File: config.mk
export PLATFORM = sky130hd
export DESIGN_NAME = edge_trig_seq
export DESIGN_NICKNAME = d
export VERILOG_FILES = /design/src/rtl/edge_trig_seq.sv
export SDC_FILE = /design/constraint.sdc
export NUM_CORES = 1
export LEC_CHECK = 0
export BUFFER_PORTS_ARGS = -buffer_cell sky130_fd_sc_hd__buf_2
export CORE_UTILIZATION = 35
export DETAILED_ROUTE_END_ITERATION = 8
export PLACE_DENSITY = 0.54
export SLEW_MARGIN = 20
export SYNTH_ARGS = -nofsm -noshare
export SYNTH_HDL_FRONTEND = slang
export SYNTH_SLANG_ARGS = --single-unit
export TNS_END_PERCENT = 30
File: constraint.sdc
create_clock -name clk -period 3.3 [get_ports clk]
set_input_delay 0.825 -clock clk [delete_from_list [all_inputs] [get_ports clk]]
set_output_delay 0.825 -clock clk [all_outputs]
set_load 0.01 [all_outputs]
File: src/rtl/edge_trig_seq.sv
// Sequencer for the edge-trigger datapath: resets and starts the moving-sum core, waits for the
// window to fill, then gates comparator triggers with holdoff, auto re-arm and timeout.
module edge_trig_seq #(
  parameter int unsigned RST_CYCLES = 4,
  parameter int unsigned TO_WIDTH   = 32
) (
  input  logic                clk,
  input  logic                reset_n,
  input  logic                arm,
  input  logic                abort,
  input  logic                auto_rearm,
  input  logic [7:0]          trig_target,
  input  logic [7:0]          settle_cnt,
  input  logic [15:0]         holdoff_cnt,
  input  logic [TO_WIDTH-1:0] timeout_cnt,
  input  logic                sum_valid,
  input  logic                raw_trig,
  output logic                core_rst,
  output logic                core_start,
  output logic                trig_out,
  output logic                busy,
  output logic                done,
  output logic                timed_out,
  output logic [7:0]          trig_count
);

  localparam int unsigned RstW = (RST_CYCLES > 1) ? $clog2(RST_CYCLES) : 1;
  localparam logic [RstW-1:0] RstLast = RstW'(RST_CYCLES - 1);

  typedef enum logic [2:0] {
    StIdle,
    StCoreRst,
    StSettle,
    StArmed,
    StHoldoff,
    StDone
  } state_e;

  state_e              state_q, state_d;
  logic [RstW-1:0]     rst_cnt_q, rst_cnt_d;
  logic [7:0]          settle_q, settle_d;
  logic [TO_WIDTH-1:0] to_q, to_d;
  logic [15:0]         hold_q, hold_d;
  logic                trig_q, trig_d;
  logic [7:0]          trig_count_q, trig_count_d;
  logic                timed_out_q, timed_out_d;

  logic [7:0]          settle_inc;
  logic [TO_WIDTH-1:0] to_inc;
  logic [7:0]          target_eff;

  assign settle_inc = settle_q + 8'd1;
  assign to_inc     = to_q + TO_WIDTH'(1);
  assign target_eff = (trig_target == 8'd0) ? 8'd1 : trig_target;

  always_comb begin
    state_d      = state_q;
    rst_cnt_d    = rst_cnt_q;
    settle_d     = settle_q;
    to_d         = to_q;
    hold_d       = hold_q;
    trig_d       = 1'b0;
    trig_count_d = trig_count_q;
    timed_out_d  = timed_out_q;

    // abort outranks everything; counters and sticky status are deliberately held
    if (abort) begin
      state_d = StIdle;
    end else begin
      case (state_q)
        StIdle, StDone: begin
          if (arm) begin
            state_d      = StCoreRst;
            rst_cnt_d    = '0;
            timed_out_d  = 1'b0;
            trig_count_d = 8'd0;
          end
        end
        StCoreRst: begin
          if (rst_cnt_q == RstLast) begin
            state_d  = StSettle;
            settle_d = 8'd0;
          end else begin
            rst_cnt_d = rst_cnt_q + RstW'(1);
          end
        end
        StSettle: begin
          if (settle_cnt == 8'd0) begin
            state_d = StArmed;
            to_d    = '0;
          end else if (sum_valid) begin
            if (settle_inc == settle_cnt) begin
              state_d = StArmed;
              to_d    = '0;
            end else begin
              settle_d = settle_inc;
            end
          end
        end
        StArmed: begin
          // a trigger in the timeout cycle wins over the timeout
          if (raw_trig) begin
            trig_d  = 1'b1;
            hold_d  = holdoff_cnt;
            state_d = StHoldoff;
            if (trig_count_q != 8'hff) trig_count_d = trig_count_q + 8'd1;
          end else if ((timeout_cnt != '0) && (to_inc == timeout_cnt)) begin
            timed_out_d = 1'b1;
            state_d     = StDone;
          end else begin
            to_d = to_inc;
          end
        end
        StHoldoff: begin
          if (hold_q == 16'd0) begin
            if (auto_rearm && (trig_count_q < target_eff)) begin
              state_d = StArmed;
              to_d    = '0;
            end else begin
              state_d = StDone;
            end
          end else begin
            hold_d = hold_q - 16'd1;
          end
        end
        default: state_d = StIdle;
      endcase
    end
  end

  always_ff @(posedge clk or negedge reset_n) begin
    if (!reset_n) begin
      state_q      <= StIdle;
      rst_cnt_q    <= '0;
      settle_q     <= 8'd0;
      to_q         <= '0;
      hold_q       <= 16'd0;
      trig_q       <= 1'b0;
      trig_count_q <= 8'd0;
      timed_out_q  <= 1'b0;
    end else begin
      state_q      <= state_d;
      rst_cnt_q    <= rst_cnt_d;
      settle_q     <= settle_d;
      to_q         <= to_d;
      hold_q       <= hold_d;
      trig_q       <= trig_d;
      trig_count_q <= trig_count_d;
      timed_out_q  <= timed_out_d;
    end
  end

  assign core_rst   = (state_q == StCoreRst);
  assign core_start = (state_q == StSettle) || (state_q == StArmed) || (state_q == StHoldoff);
  assign busy       = (state_q != StIdle) && (state_q != StDone);
  assign done       = (state_q == StDone);
  assign trig_out   = trig_q;
  assign timed_out  = timed_out_q;
  assign trig_count = trig_count_q;

endmodule
==> key figures <==
GRT
  – Vias in the first global route: 5841
  – Total grt overflow: 0
  – Met2 usage: between 30% and 40%
  – M1 GR Usage: 29.9%
  – Met3 Track Usage GR: under 10%
  – Gr usage total: 22.9%
  – Layer carrying the most global-route usage: met2
  – Largest net degree at the start of global routing: 72
  – First-pass GRT wire length: 29.6 mm
  – Initial antenna violation count: 0

Finish
  – Layout cells sized above 1: 28.1%
  – Nets: 938
  – Final Core Density: between 40% and 50%
  – Area delta synth->final: 31.8%
  – Diode count: 0

Worst setup path
  – WP data arrival: 3430 ps
  – Required time of the critical path: approximately 3500 ps
  – Worst-path fanout max: 9
  – Worst Setup SP: to_q[2]
  – Critical R2R Launch: to_q[2]
  – Critical Path End Type: flip-flop
  – CP Launch Type: flip-flop
  – Crit Path Category: reg -> reg

Run
  – Max Cap Viol: 0

STA
  – PnR worst setup slack: 101 ps
  – Final setup viols: 0
  – Final Skew: 5.74 ps
  – Slew headroom: 50.9%
  – Worst-Margin Slew: 730 ps
  – Achievable frequency: roughly 310 MHz
  – Final Hold Fails: 0
  – Tcrit/Tclk final: 97.0%
  – Final max-slew violation count: 0
  – Tmin final: 3200 ps

Power
  – Sw Pwr: 1.52 mW
  – Seq pwr share: 34.0%
  – Total power: 3.99 mW
  – Combinational Power Share: 38.9%
  – Clock power frac: 27.1%
  – Pwr Density: 536 nW/um^2
  – Internal power: 2.48 mW
  – Sw frac: 37.9%
  – Static leakage: 3.13 nW
  – VDD IR max: 0.274 mV

Floorplanning
  – DIE HEIGHT: 129 um
  – Placement Rows: 46
  – Top Ports: between 80 and 90
  – Die width: 129 um
  – Initial Util: 35.7%
  – Die area: 16700 um^2
  – Core area: 15800 um^2

Place
  – Detailed Place HPWL: 13.7 mm
  – GPL Wtd Cong: between 0.8 and 0.9
  – Port bufs: 84
  – Setup WS pre-CTS: -190 ps

Yosys
  – Synth Net Count: approximately 790
  – Distinct cell type count after synthesis: 71
  – #FFs+latches synth: 71
  – Synth async-reset ratio: 100%
  – Top FF cell, synth: dfrtp_1
  – Yosys warns: 0
  – Seq/Total Area, Yosys: about a third
  – Mapped Cells: 702
  – Post-synth EDFFs: 0
  – Syn_area_per_cell: 8.05 um^2
  – Synth Cell Area: 5650 um^2

CTS
  – Clock sink count: ~70
  – CTS max path bufs: 2
  – Num CTS Buffers: 9
  – CTS Root Cell: clkbuf_16
  – H-tree depth: 3
  – CTS tree: yes
  – Clock latency on the worst-skew pair: about 350 ps
  – Reg clk slew, reported paths: 60 ps

Routing
  – DRC: 0
  – Vias per cell: 5.67
  – Router iterations before antenna repair: 5
  – Drt first-iter violations: 471
  – WL per Instance: 17.3 um
  – WL final: 18.6 mm
  – Post-route ant nets: 0
  – DR vias: between 6000 and 7000

Min path
  – Worst hold-check path type: reg -> reg
  – Hold path startpoint: hold_q[15]

Status
  – Outcome: finished clean
logic make-up after synthesis:
kind of cell	after synthesis	synth area share, %
buf+inv	75	5.65
compound gates	186	21.9
mux	7	1.26
simple gates	293	28.1
fa+ha+maj	12	2.66
xor+xnor	58	8.99
flops	71	31.5
flip-flops by register name, summed over array words and instances (netlist names):
signal	cells
to_q	32
hold_q	16
settle_q	8
trig_count	8
state_q	3
rst_cnt_q	2
timed_out	1
trig_out	1
synthesized netlist by cell type, types with 3 or more instances:
cell type | n | area (um^2)
nand3_1 | 37 | 185
buf_2 | 12 | 60.1
nor2_1 | 43 | 161
nor2b_1 | 6 | 37.5
o31ai_1 | 9 | 67.6
clkbuf_1 | 25 | 93.8
a21o_1 | 5 | 37.5
or2_2 | 3 | 18.8
or4_1 | 7 | 52.6
o22ai_1 | 11 | 68.8
nand4_1 | 21 | 131
xor2_1 | 23 | 201
and3_1 | 10 | 62.6
a21oi_1 | 39 | 195
o21a_1 | 4 | 30.0
o21ai_0 | 30 | 150
inv_1 | 34 | 128
nor4b_1 | 4 | 35.0
nor3_1 | 20 | 100
nor3b_1 | 5 | 37.5
a211o_1 | 3 | 26.3
nand2b_1 | 10 | 62.6
and4_1 | 4 | 35.0
a41oi_1 | 4 | 35.0
a211oi_1 | 3 | 22.5
xnor2_1 | 35 | 307
or3_1 | 16 | 100
ha_1 | 12 | 150
a31oi_1 | 29 | 181
dfrtp_1 | 71 | 1780
nand2_1 | 70 | 263
nor4_1 | 23 | 144
o221ai_1 | 10 | 87.6
o211ai_1 | 10 | 75.1
mux2i_1 | 6 | 60.1
final timing paths:
kind,to,slack (ps),cells past startpoint
setup / recovery,to_q[11],100,10
hold / removal,hold_q[15],490,1
setup reg to reg,to_q[11],100,10
hold reg to reg,hold_q[15],490,1
max in group asynchronous,to_q[10],2250,1
min in group asynchronous,hold_q[5],500,1
metrics by stage:
stage | hold slack (ps) | cell area (um^2) | cells | TNS [ps]
3_3_place_gp | 467 | 6870 | 1053 | -2750
2_1_floorplan | 448 | 5650 | 702 | 0
5_1_grt | 534 | 7450 | 1076 | -16.6
4_1_cts | 489 | 7230 | 1070 | 0
6_report | 493 | 7450 | 1076 | 0
3_5_place_dp | 475 | 6870 | 1053 | -4580
area by class of cell:
| class | count | area, um^2 |
|---|---|---|
| clock inverters | 6 | 92.6 |
| fillers | 1550 | 8380 |
| clock buffers | 10 | 229 |
| well taps | 216 | 270 |
| inverters | 34 | 128 |
| repair buffers | 182 | 1230 |
| flip-flops and latches | 71 | 1780 |
| multi-input cells | 557 | 3720 |
layer usage:
layer / wire length (um) / vias up
met4: 404 / 0
met1: 8320 / 2919
li1: - / 2951
met5: 0 / -
met2: 8850 / 204
met3: 1020 / 29
what timing repair did:
action / 4_1_cts / 5_1_grt
setup endpoints to repair: 36 / 43
setup buffers: 1 / 4
pin swaps: 1 / 7
gates cloned: 0 / 2
hold endpoints to repair: 0 / 0
resized for setup: 8 / 35
hold buffers: 0 / 0
worst max-delay path: stages (launching register included):
cell and delay [ps]:
dfrtp_1 410, buf_6 130, nand3_1 110, or4_4 540
o21ai_0 170, o311ai_1 140, or4_4 540, or4_4 570
buf_4 200, a41oi_1 210, a31oi_1 60
power by group through the flow:
stage,combinational [mW],clock [mW],sequential (mW)
floorplan,0.965,0,1.28
global placement,1.41,0,1.34
detailed placement,1.45,0,1.34
CTS,1.47,1.11,1.33
global route,1.71,1.14,1.39
finish,1.56,1.08,1.36
layout by cell type (no fill, tap or decap), types with 5 or more instances in the layout:
cell,synthesis,layout
a21o_1,5,5
nand3_1,37,36
and3_1,10,10
mux2i_1,6,6
nor3_1,20,19
o211ai_1,10,10
dfrtp_2,0,6
a31oi_1,29,29
inv_1,34,32
ha_1,12,11
nor2b_1,6,5
nand2b_1,10,10
or3_1,16,16
o22ai_1,11,10
o21ai_0,30,29
nor2_1,43,41
dfrtp_1,71,65
o31ai_1,9,8
buf_4,2,90
nor4_1,23,20
buf_6,2,5
nand4_1,21,21
buf_2,12,83
clkbuf_16,0,10
a21oi_1,39,39
xor2_1,23,23
o221ai_1,10,10
xnor2_1,35,35
or4_4,1,5
nand2_1,70,70
Note: power is estimated with default switching activity, not from simulation.
